File: config.mk
export PLATFORM = sky130hd
export DESIGN_NAME = uart_tx_responder
export DESIGN_NICKNAME = d
export VERILOG_FILES = /design/src/rtl/uart_tx_responder.sv
export SDC_FILE = /design/constraint.sdc
export NUM_CORES = 1
export LEC_CHECK = 0
export CORE_MARGIN = 2
export CORE_UTILIZATION = 30
export DETAILED_ROUTE_END_ITERATION = 16
export SETUP_SLACK_MARGIN = 0.2
export SYNTH_ARGS = -nofsm -noshare
export SYNTH_HDL_FRONTEND = slang
export SYNTH_SLANG_ARGS = --single-unit
File: constraint.sdc
create_clock -name sysclk -period 3.25 [get_ports sysclk]
set_input_delay 0.4875 -clock sysclk [delete_from_list [all_inputs] [get_ports sysclk]]
set_output_delay 0.4875 -clock sysclk [all_outputs]
set_load 0.01 [all_outputs]
File: src/rtl/uart_tx_responder.sv
// uart_tx_responder: memory-mapped 8N1 UART transmitter with a small TX FIFO, status register and level IRQ
// Ports:
//   sysclk  - clock, all state updates on the rising edge
//   reset   - synchronous active-high reset
//   rd, wr  - CPU read / write strobes
//   addr    - CPU byte address (exact match on TXDATA = BASE_ADDR, TXCTRL = BASE_ADDR+4)
//   wdata   - CPU write data
//   rdata   - combinational read data, zero unless a read hits TXCTRL
//   UART_TX - registered serial output, idle high
//   irqout  - registered level interrupt, irq_en & done
module uart_tx_responder #(
    parameter int          BAUD_DIV   = 5208,
    parameter int          FIFO_DEPTH = 4,
    parameter logic [31:0] BASE_ADDR  = 32'h4000_0018
) (
    input  logic        sysclk,
    input  logic        reset,
    input  logic        rd,
    input  logic        wr,
    input  logic [31:0] addr,
    input  logic [31:0] wdata,
    output logic [31:0] rdata,
    output logic        UART_TX,
    output logic        irqout
);
    localparam int AW = $clog2(FIFO_DEPTH);
    localparam int CW = AW + 1;
    localparam int BW = (BAUD_DIV > 1) ? $clog2(BAUD_DIV) : 1;

    typedef enum logic [1:0] {IDLE, START, DATA, STOP} state_t;

    state_t          state, state_nx;
    logic [BW-1:0]   baud;
    logic [2:0]      idx, idx_nx;
    logic [7:0]      sh, sh_nx;
    logic [7:0]      mem [FIFO_DEPTH];
    logic [AW-1:0]   rptr, wptr;
    logic [CW-1:0]   count;
    logic [2:0]      count3;
    logic            irq_en, done, ovf;
    logic            empty, full, tick, pop, push, tx_nx, done_set, ovf_set;
    logic            hit_data, hit_ctrl, ctrl_wr;
    logic            unused_wdata;

    assign hit_data     = addr == BASE_ADDR;
    assign hit_ctrl     = addr == BASE_ADDR + 32'd4;
    assign ctrl_wr      = wr && hit_ctrl;
    assign empty        = count == '0;
    assign full         = count == CW'(FIFO_DEPTH);
    assign tick         = baud == BW'(BAUD_DIV - 1);
    // A pop in the same cycle frees a slot, so a push into a full FIFO is then accepted
    assign push         = wr && hit_data && (!full || pop);
    assign ovf_set      = wr && hit_data && full && !pop;
    assign count3       = 3'(count);
    assign unused_wdata = ^wdata[31:8];

    always_ff @(posedge sysclk) begin
        state <= reset ? IDLE : state_nx;
    end

    always_comb begin
        state_nx = state;
        case (state)
            IDLE:    state_nx = empty ? IDLE : START;
            START:   state_nx = tick ? DATA : START;
            DATA:    state_nx = (tick && idx == 3'd7) ? STOP : DATA;
            default: state_nx = !tick ? STOP : (empty ? IDLE : START);
        endcase
    end

    // Pops only happen from IDLE or at the end of a stop bit, which gives back-to-back frames
    always_comb begin
        pop      = !empty && (state == IDLE || (state == STOP && tick));
        done_set = state == STOP && tick && empty;
        tx_nx    = pop ? 1'b0 :
                   !tick ? UART_TX :
                   state == START ? sh[0] :
                   state == DATA ? (idx == 3'd7 ? 1'b1 : sh[0]) :
                   state == STOP ? 1'b1 : UART_TX;
        sh_nx    = pop ? mem[rptr] : (tick && (state == START || state == DATA)) ? sh >> 1 : sh;
        idx_nx   = state == START ? 3'd0 : (state == DATA && tick) ? idx + 3'd1 : idx;
    end

    always_ff @(posedge sysclk) begin
        if (push) mem[wptr] <= wdata[7:0];
    end

    always_ff @(posedge sysclk) begin
        if (reset) begin
            UART_TX <= 1'b1;
            irqout  <= 1'b0;
            baud    <= '0;
            idx     <= '0;
            sh      <= '0;
            rptr    <= '0;
            wptr    <= '0;
            count   <= '0;
            irq_en  <= 1'b0;
            done    <= 1'b0;
            ovf     <= 1'b0;
        end else begin
            UART_TX <= tx_nx;
            irqout  <= irq_en & done;
            baud    <= (state == IDLE || tick) ? '0 : baud + BW'(1);
            idx     <= idx_nx;
            sh      <= sh_nx;
            rptr    <= rptr + AW'(pop);
            wptr    <= wptr + AW'(push);
            count   <= count + CW'(push) - CW'(pop);
            irq_en  <= ctrl_wr ? wdata[0] : irq_en;
            // Set events win over a simultaneous write-one-to-clear
            done    <= done_set | (done & !(ctrl_wr & wdata[4]));
            ovf     <= ovf_set | (ovf & !(ctrl_wr & wdata[5]));
        end
    end

    always_comb begin
        rdata = (rd && hit_ctrl) ?
                {21'd0, count3, 2'd0, ovf, done, empty, full, state != IDLE, irq_en} : 32'h0;
    end
endmodule

# [Yosys cells after proc, flatten, opt, wreduce, memory -nomap -nowiden]
# Memory sizes are Yosys's and may differ from the RTL's. A register that Yosys moved wholly into a read port is not among the register bits.
# Cells that the tools add are included.
[word_totals] word_cells=81 ramBits=32 register_bits=38 memories=1
[mem_list] memory="mem" depth=4 word_bits=8 rd=1 rd_clocked_by_memory_dff=1 write_ports=1 line_no="36" rtl="logic [7:0] mem [FIFO_DEPTH];"
[op_classes] n_mux=17 bitwise=7 n_addsub=6 reduce_logical=30 eq_ne=8
[ops] operator="32-bit by 31-bit equality test with 1-bit output (second input constant)" n=2
[ops] operator="8-bit 2-to-1 mux" n=2
[ops] operator="13-bit by 1-bit adder with 13-bit output (second input constant)" n=1
[ops] operator="13-bit equality test (second input constant)" n=1
[ops] operator="1-bit logical AND" n=12
[ops] operator="11-bit 2-to-1 mux" n=1
[ops] operator="1-bit 2-to-1 mux" n=10
[ops] operator="3-bit equality test (second input constant)" n=2
[ops] operator="2-bit 2-to-1 mux" n=3
[ops] operator="2-bit one-hot mux with 3 select lines" n=1
[ops] operator="2-bit nonzero test" n=3
[ops] operator="1-bit bitwise AND" n=5
[ops] operator="1-bit zero test" n=5
[ops] operator="2-bit by 1-bit adder with 2-bit output" n=2
[ops] operator="2-bit equality test (second input constant)" n=2
[ops] operator="1-bit logical OR" n=4
[ops] operator="4-bit nonzero test" n=1
[ops] operator="2-bit OR reduction" n=2
[ops] operator="3-bit by 1-bit adder with 3-bit output" n=1
[ops] operator="3-bit by 1-bit adder with 3-bit output (second input constant)" n=1
[ops] operator="3-bit zero test" n=1
[ops] operator="3-bit by 1-bit subtractor with 3-bit output" n=1
[ops] operator="2-bit by 1-bit equality test with 1-bit output (second input constant)" n=1
[ops] operator="2-bit zero test" n=1
[ops] operator="2 further kinds" n=3

# [Logic depth before layout (Yosys ltp)]
# Gate-level depths: netlist (run 1).
[depth] ltp_word=8 ltp_mapped=13 ltp_nobuf=11

# [Least setup slack after synthesis (run 1)]
# OpenSTA, ideal clock, no wires.
[synth_timing] kind="input-to-reg" from="in addr[1]" to="mem mem[2][0], enable pin" setup_slack_ns=0.532 setup_time_ns=0.398 t_arrival_ns=2.321 required_ns=2.852 stages=4 cell_sequence="nor4b_1 -> and4_1 -> nand4b_2 -> nor4b_1"
[synth_via] elab_chain_len=5
[synth_rtl] item="start: declaration" line_no="20" rtl="input logic [31:0] addr,"
[synth_rtl] item="32-bit by 31-bit equality test with 1-bit output" line_no="45" rtl="assign hit_data = addr == BASE_ADDR;"
[synth_rtl] item="1-bit logical AND (2 in a row)" line_no="52" rtl="assign push = wr && hit_data && (!full || pop);"
[synth_rtl] item="1-bit 2-to-1 mux" line_no="85" rtl="if (push) mem[wptr] <= wdata[7:0];"
[synth_rtl] item="1-bit 2-to-1 mux (implied by the code)" line_no="85"
[synth_rtl] item="end: declaration" line_no="36"
# No other way between the ends.

# [Final worst setup path (run 1)]
[layout_timing] from="in addr[22]" to="out rdata[2]"
[layout_via] elab_chain_len=3
[layout_rtl] item="32-bit by 31-bit equality test with 1-bit output" line_no="46" rtl="assign hit_ctrl = addr == BASE_ADDR + 32'd4;"
[layout_rtl] item="1-bit logical AND" line_no="118" rtl="rdata = (rd && hit_ctrl) ?"
[layout_rtl] item="11-bit 2-to-1 mux" line_no="118"
[layout_rtl] item="end: declaration" line_no="22" rtl="output logic [31:0] rdata,"
# No other way between the ends.

==> results of run 1 <==
[metal layers]
layer	track usage, %	up-vias	part of all wire [%]
met5	0	-	0
met4	4.856	0	1.2
met3	2.177	9	3.7
met2	19.88	61	52
met1	13.44	1150	43
li1	-	1169	-
[worst max-delay path: stages]
cell             delay (ns)
clkdlybuf4s50_1        0.42
nor4_2                 0.31
nand4_1                0.21
nor3_2                 0.19
buf_4                  0.15
and3_1                 0.15
clkdlybuf4s50_1        0.53
[synth_stat cells, types with 7 or more instances]
library cell,instances,share of area (%)
mux4_2,8,5.2
edfxtp_1,32,28
xnor2_1,13,3.3
nand3_1,9,1.3
nor3_1,11,1.6
buf_4,23,5.0
nor4_1,11,2.0
nor2_4,8,2.6
nand4_1,7,1.3
inv_1,11,1.2
nor4b_1,11,2.8
ha_1,10,3.6
nor2_1,15,1.6
dfxtp_1,38,22
nand2_1,10,1.1
[area by class of cell]
type,count,area [um2]
clock buffer,9,225.2
clock inverter,7,73.82
fill,1084,6908
inverter,11,41.29
multi-input combinational,198,1605
sequential,70,1722
tap,143,178.9
timing repair buffer,63,615.6
[repair_timing]
item / 4_1_cts / 5_1_grt
resized for setup: 3 / 10
endpoints found under the setup margin: 7 / 9
pin swaps: 0 / 1
cloned: 0 / 0
[stage by stage]
| stage | utilization, % | worst slack, ns |
|---|---|---|
| after floorplan | - | 0.5316 |
| after global routing | 39.24 | 0.1311 |
| final | 39.24 | 0.3021 |
| after detailed placement | 35.96 | 0.1167 |
| after global placement | 35.96 | 0.1762 |
| after CTS | 38.76 | 0.2012 |
[cells by family (layout without fill, tap and decap cells)]
family                   Yosys count  after routing  share of synthesized area (%)
adder cells (fa/ha/maj)           11             11                          4.186
flip-flops                        70             70                          49.66
AND/OR/NAND/NOR                  110            110                          20.89
other                              1             23                         0.1082
multiplexers                      11             11                          6.063
XOR/XNOR                          16             16                          4.042
buffers and inverters             45             90                          8.336
AO/OA/AOI/OAI                     27             27                          6.713
[layout by cell type, fill, tap and decap left out, drive strengths merged, types with 8 or more instances in the layout]
cell           instances
buf                    9
clkbuf                 9
clkdlybuf4s50         51
conb                  23
dfxtp                 38
edfxtp                32
ha                    10
inv                   17
mux4                   8
nand2                 10
nand3                  9
nor2                  25
nor3                  11
nor4                  11
nor4b                 12
xnor2                 13
[path summary, 6_finish.rpt]
path                       startpoint             endpoint  slack (ns)  depth (start not counted)
setup / recovery             addr[22]             rdata[2]        0.30                          7
hold / removal    irq_en$_SDFFE_PP0P_    irqout$_SDFF_PP0_        0.45                          2
setup reg to reg   baud[0]$_SDFF_PP0_  count[2]$_SDFF_PP0_        0.60                         10
hold reg to reg   irq_en$_SDFFE_PP0P_    irqout$_SDFF_PP0_        0.45                          2
[where the power goes]
group	internal [mW]	switching [mW]	leakage (nW)
registers	1.00	0.0918	0.596
clock network	0.544	0.423	0.148
logic	0.314	0.318	0.848
[state kept, by name, summed over array words and instances, names as in the netlist]
signal   count
irqout       1
count        3
rptr         2
sh           8
UART_TX      1
done         1
mem         32
baud        13
idx          3
irq_en       1
state        2
wptr         2
ovf          1
==> flow_metrics.env, run 1 <==
export IMPL_routed_wl_um=6835
export IMPL_die_width_um=111.5
export IMPL_drt_vias_per_instance=4.768
export IMPL_ys_flop_type="dfxtp_1"
export IMPL_gp_routability_congestion=0.7729
export IMPL_firstDrtPassIters=4
export IMPL_die_h_um=111.5
export IMPL_synth_seq_cells=70
export IMPL_leakage_nw=1.592
export IMPL_vias=2389
export IMPL_report_final_setup_viol=0
export IMPL_grt_setup_unrepaired="yes"
export IMPL_final_std_cells_w_o_fill=501
export IMPL_row_count=39
export IMPL_dp_hpwl_um=5056
export IMPL_htreeDepth=3
export IMPL_period_minus_slack_ns=2.948
export IMPL_synth_async_sr_flop_share_pct=0
export IMPL_worst_hold_margin_ns=0.4491
export IMPL_synthesis_area_per_instance_um2=11.91
export IMPL_run_status="finished, final reports clean"
export IMPL_overflow=0
export IMPL_timing_fmax_ghz=0.3392
export IMPL_ioPinCount=102
export IMPL_cellPowerDensity_mw_per_mm2=603.4
export IMPL_slew_headroom_pct=59.15
export IMPL_avgRoutedWirePerCell_um=13.64
export IMPL_finalMaxSlewViolations=0
export IMPL_fin_crit_sh_pct=90.71
export IMPL_n_antenna_cell=0
export IMPL_clock_sinks=70
export IMPL_cts_clk_slew_worst_paths_ns=0.06
export IMPL_port_buffers=54
export IMPL_worst_setup_path_start_kind="input port"
export IMPL_wire_length_of_the_first_global_routing_pass_um=11460
export IMPL_synth_edf_count=32
export IMPL_cp_required_ns=2.76
export IMPL_number_of_antenna_violations_at_the_first_check_in_global_routing=0
export IMPL_totalNegativeSetupSlack_ns=0
export IMPL_critical_path_fanouts_max=6
export IMPL_clock_latency_ns=0.34
export IMPL_grt_total_usage_pct=11.28
export IMPL_drcViolationCount=0
export IMPL_max_cap_viol_count=0
export IMPL_yosys_warnings=0
export IMPL_worst_slew_pin_slew_ns=0.6081
export IMPL_netlist_cell_type_count=54
export IMPL_syn_cell_area_mm2=0.003467
export IMPL_worst_clock_skew_ns=0.01137
export IMPL_final_layout_size_suffix_gt1_share_pct=16.76
export IMPL_cts_max_path_buffers=2
export IMPL_fin_nets=432
export IMPL_design_core_area_mm2=0.01137
export IMPL_grt_start_max_net_pins=18
export IMPL_min_delay_path_class="reg -> reg"
export IMPL_vdd_drop_max_v=0.0003321
export IMPL_post_cts_hold_buffer_count=0
export IMPL_syn_to_final_growth_pct=28.69
export IMPL_placed_cells=485
export IMPL_cts_bufs_inserted=9
export IMPL_worst_setup_path_end_kind="primary output"
export IMPL_final_antenna_net_count=0
export IMPL_first_global_vias=2436
export IMPL_design_die_area_mm2=0.01243
export IMPL_clock_tree_root_cell="clkbuf_16"
export IMPL_initial_core_util_pct=30.49
export IMPL_post_dp_cell_area_mm2=0.004089
export IMPL_critical_path_data_arrival_time_ns=2.46
export IMPL_synth_seq_area_share_pct=49.66
export IMPL_final_hold_viol_count=0
export IMPL_critical_setup_path_kind="in -> out"
export IMPL_stdcell_area_mm2=0.004462
export IMPL_synthesis_instances=291
export IMPL_drt_iter0_drc=78
export IMPL_post_cts_setup_buffer_count=0
export IMPL_tritoncts="built"
export IMPL_p_total_mw=2.692
(Power assumes the default switching activity.)
==> run 2, diff against run 1 <==
- clock period: 3.25 -> 3.8 ns (I/O delays scaled with it)
==> run 2 against run 1 <==
First-iteration DRC count fell by 7.7%; clock skew shrank 0.0026 ns; combinational power is 16% lower; worst hold slack worse by 0.00076 ns; worst setup slack better by 0.20 ns; non-clock buffer count decreased by 2; die area unchanged; clock power fell by 15%; core utilization decreased by 0.76 points; clock-buffer cell count is the same; flip-flop and latch count unchanged; via count shrank 0.59%; critical path type unchanged; critical endpoint unchanged.
==> flow_metrics.env, run 2 (synthesis results as in run 1) <==
export IMPL_routed_wl_um=6609
export IMPL_post_dp_cell_area_mm2=0.004074
export IMPL_final_std_cells_w_o_fill=499
export IMPL_totalNegativeSetupSlack_ns=0
export IMPL_finalMaxSlewViolations=0
export IMPL_die_h_um=111.5
export IMPL_period_minus_slack_ns=3.297
export IMPL_initial_core_util_pct=30.49
export IMPL_clock_latency_ns=0.34
export IMPL_clock_sinks=70
export IMPL_syn_to_final_growth_pct=26.20
export IMPL_timing_critical_path_slowest_stage_cell="clkdlybuf4s50_1"
export IMPL_worst_setup_path_start_kind="input port"
export IMPL_stdcell_area_mm2=0.004375
export IMPL_largestRegisters="mem x32, baud x13, sh x8"
export IMPL_wire_length_of_the_first_global_routing_pass_um=10980
export IMPL_final_hold_viol_count=0
export IMPL_ioPinCount=102
export IMPL_power_internal_mw=1.588
export IMPL_first_global_vias=2407
export IMPL_fin_nets=430
export IMPL_fin_crit_sh_pct=86.76
export IMPL_worst_setup_path_end_kind="primary output"
export IMPL_vias=2375
export IMPL_timing_fmax_ghz=0.3033
export IMPL_p_total_mw=2.285
export IMPL_grt_total_usage_pct=10.86
export IMPL_most_common_layout_cells="clkdlybuf4s50_1, dfxtp_1, edfxtp_1, conb_1, nor2_1"
export IMPL_die_width_um=111.5
export IMPL_timing_critical_path_slowest_cell_delay_ns=0.54
export IMPL_largest_register="mem"
export IMPL_mostFrequentLayoutCell="clkdlybuf4s50_1"
export IMPL_drcViolationCount=0
export IMPL_clock_tree_root_cell="clkbuf_16"
export IMPL_critical_path_fanouts_max=6
export IMPL_critical_path_data_arrival_time_ns=2.73
export IMPL_overflow=0
export IMPL_path_common_cell="clkdlybuf4s50_1"
export IMPL_firstDrtPassIters=4
export IMPL_design_die_area_mm2=0.01243
export IMPL_power_sequential_fraction_pct=40.8
export IMPL_run_status="finished, final reports clean"
export IMPL_cp_cell_sequence="clkdlybuf4s50_1 > nor4b_1 > nand4_1 > nor3_1 > and3_1 > clkdlybuf4s50_1"
export IMPL_tritoncts="built"
export IMPL_design_core_area_mm2=0.01137
export IMPL_row_count=39
export IMPL_post_cts_setup_buffer_count=0
export IMPL_vdd_drop_max_v=0.0002891
export IMPL_largest_reg_flops=32
export IMPL_num_fill_cells=1100
export IMPL_n_antenna_cell=0
export IMPL_comb_power_share_pct=23.1
export IMPL_cts_clk_slew_worst_paths_ns=0.06
export IMPL_cellPowerDensity_mw_per_mm2=522.2
export IMPL_dp_hpwl_um=4984
export IMPL_gp_routability_congestion=0.7981
export IMPL_placed_cells=483
export IMPL_grt_setup_unrepaired="no"
export IMPL_drt_iter0_drc=72
export IMPL_worst_slew_pin_slew_ns=0.5929
export IMPL_number_of_antenna_violations_at_the_first_check_in_global_routing=0
export IMPL_ff_latch_area_mm2=0.001722
export IMPL_final_antenna_net_count=0
export IMPL_grt_start_max_net_pins=18
export IMPL_slew_headroom_pct=60.17
export IMPL_critical_setup_path_kind="in -> out"
export IMPL_final_layout_size_suffix_gt1_share_pct=14.04
export IMPL_switching_share_pct=30.49
export IMPL_post_cts_resized_instances=0
export IMPL_cts_max_path_buffers=2
export IMPL_min_delay_path_class="reg -> reg"
export IMPL_post_cts_hold_buffer_count=0
export IMPL_clkPwrFrac_pct=36.0
export IMPL_multiInputGateArea_mm2=0.001539
export IMPL_worst_clock_skew_ns=0.008779
export IMPL_avgRoutedWirePerCell_um=13.24
export IMPL_cts_bufs_inserted=9
export IMPL_report_final_setup_viol=0
export IMPL_htreeDepth=3
export IMPL_drt_vias_per_instance=4.760
export IMPL_port_buffers=54
export IMPL_cp_required_ns=3.23
export IMPL_total_switching_power_mw=0.6968
export IMPL_max_cap_viol_count=0
export IMPL_leakage_nw=1.514
## run 2: final cells by class
type | instances | area share (%)
clock buffers | 9 | 5.147
inverters | 11 | 0.9437
flip-flops and latches | 70 | 39.35
well taps | 143 | 4.089
repair buffers | 61 | 13.55
clock inverters | 7 | 1.744
multi-input cells | 198 | 35.17
## run 2: layer usage
layer	track usage [%]	share of wire (%)
met5	0	0
met4	4.856	1.4
met3	2.069	3.6
met2	19.72	53
met1	12.39	42
## run 2: worst paths after layout
path	slack, ns	depth (start not counted)	startpoint	endpoint
min	0.45	2	irq_en$_SDFFE_PP0P_	irqout$_SDFF_PP0_
max reg2reg	1.13	10	baud[0]$_SDFF_PP0_	count[2]$_SDFF_PP0_
max	0.50	6	addr[5]	rdata[2]
min reg2reg	0.45	2	irq_en$_SDFFE_PP0P_	irqout$_SDFF_PP0_
## run 2: metrics by stage
step / setup slack, ns / util [%] / hold slack [ns]
2_1_floorplan: 0.9991 / - / 0.4184
3_3_place_gp: 0.4747 / 35.83 / 0.4439
3_5_place_dp: 0.4995 / 35.83 / 0.4445
4_1_cts: 0.4974 / 38.48 / 0.4522
5_1_grt: 0.2560 / 38.48 / 0.4828
6_report: 0.5031 / 38.48 / 0.4483
## run 2: power by group through the flow
stage | Combinational [mW] | Clock [mW] | Sequential, mW
after floorplan | 0.454 | 0 | 0.907
after global placement | 0.521 | 0 | 0.951
after detailed placement | 0.531 | 0 | 0.952
after CTS | 0.535 | 0.848 | 0.936
after global routing | 0.586 | 0.876 | 0.948
final | 0.529 | 0.823 | 0.933
## run 2: worst max-delay path: cells and delay by family
kind | cells | cell delay, ns
and+or+nand+nor | 4 | 1.22
buffers and inverters | 2 | 0.94
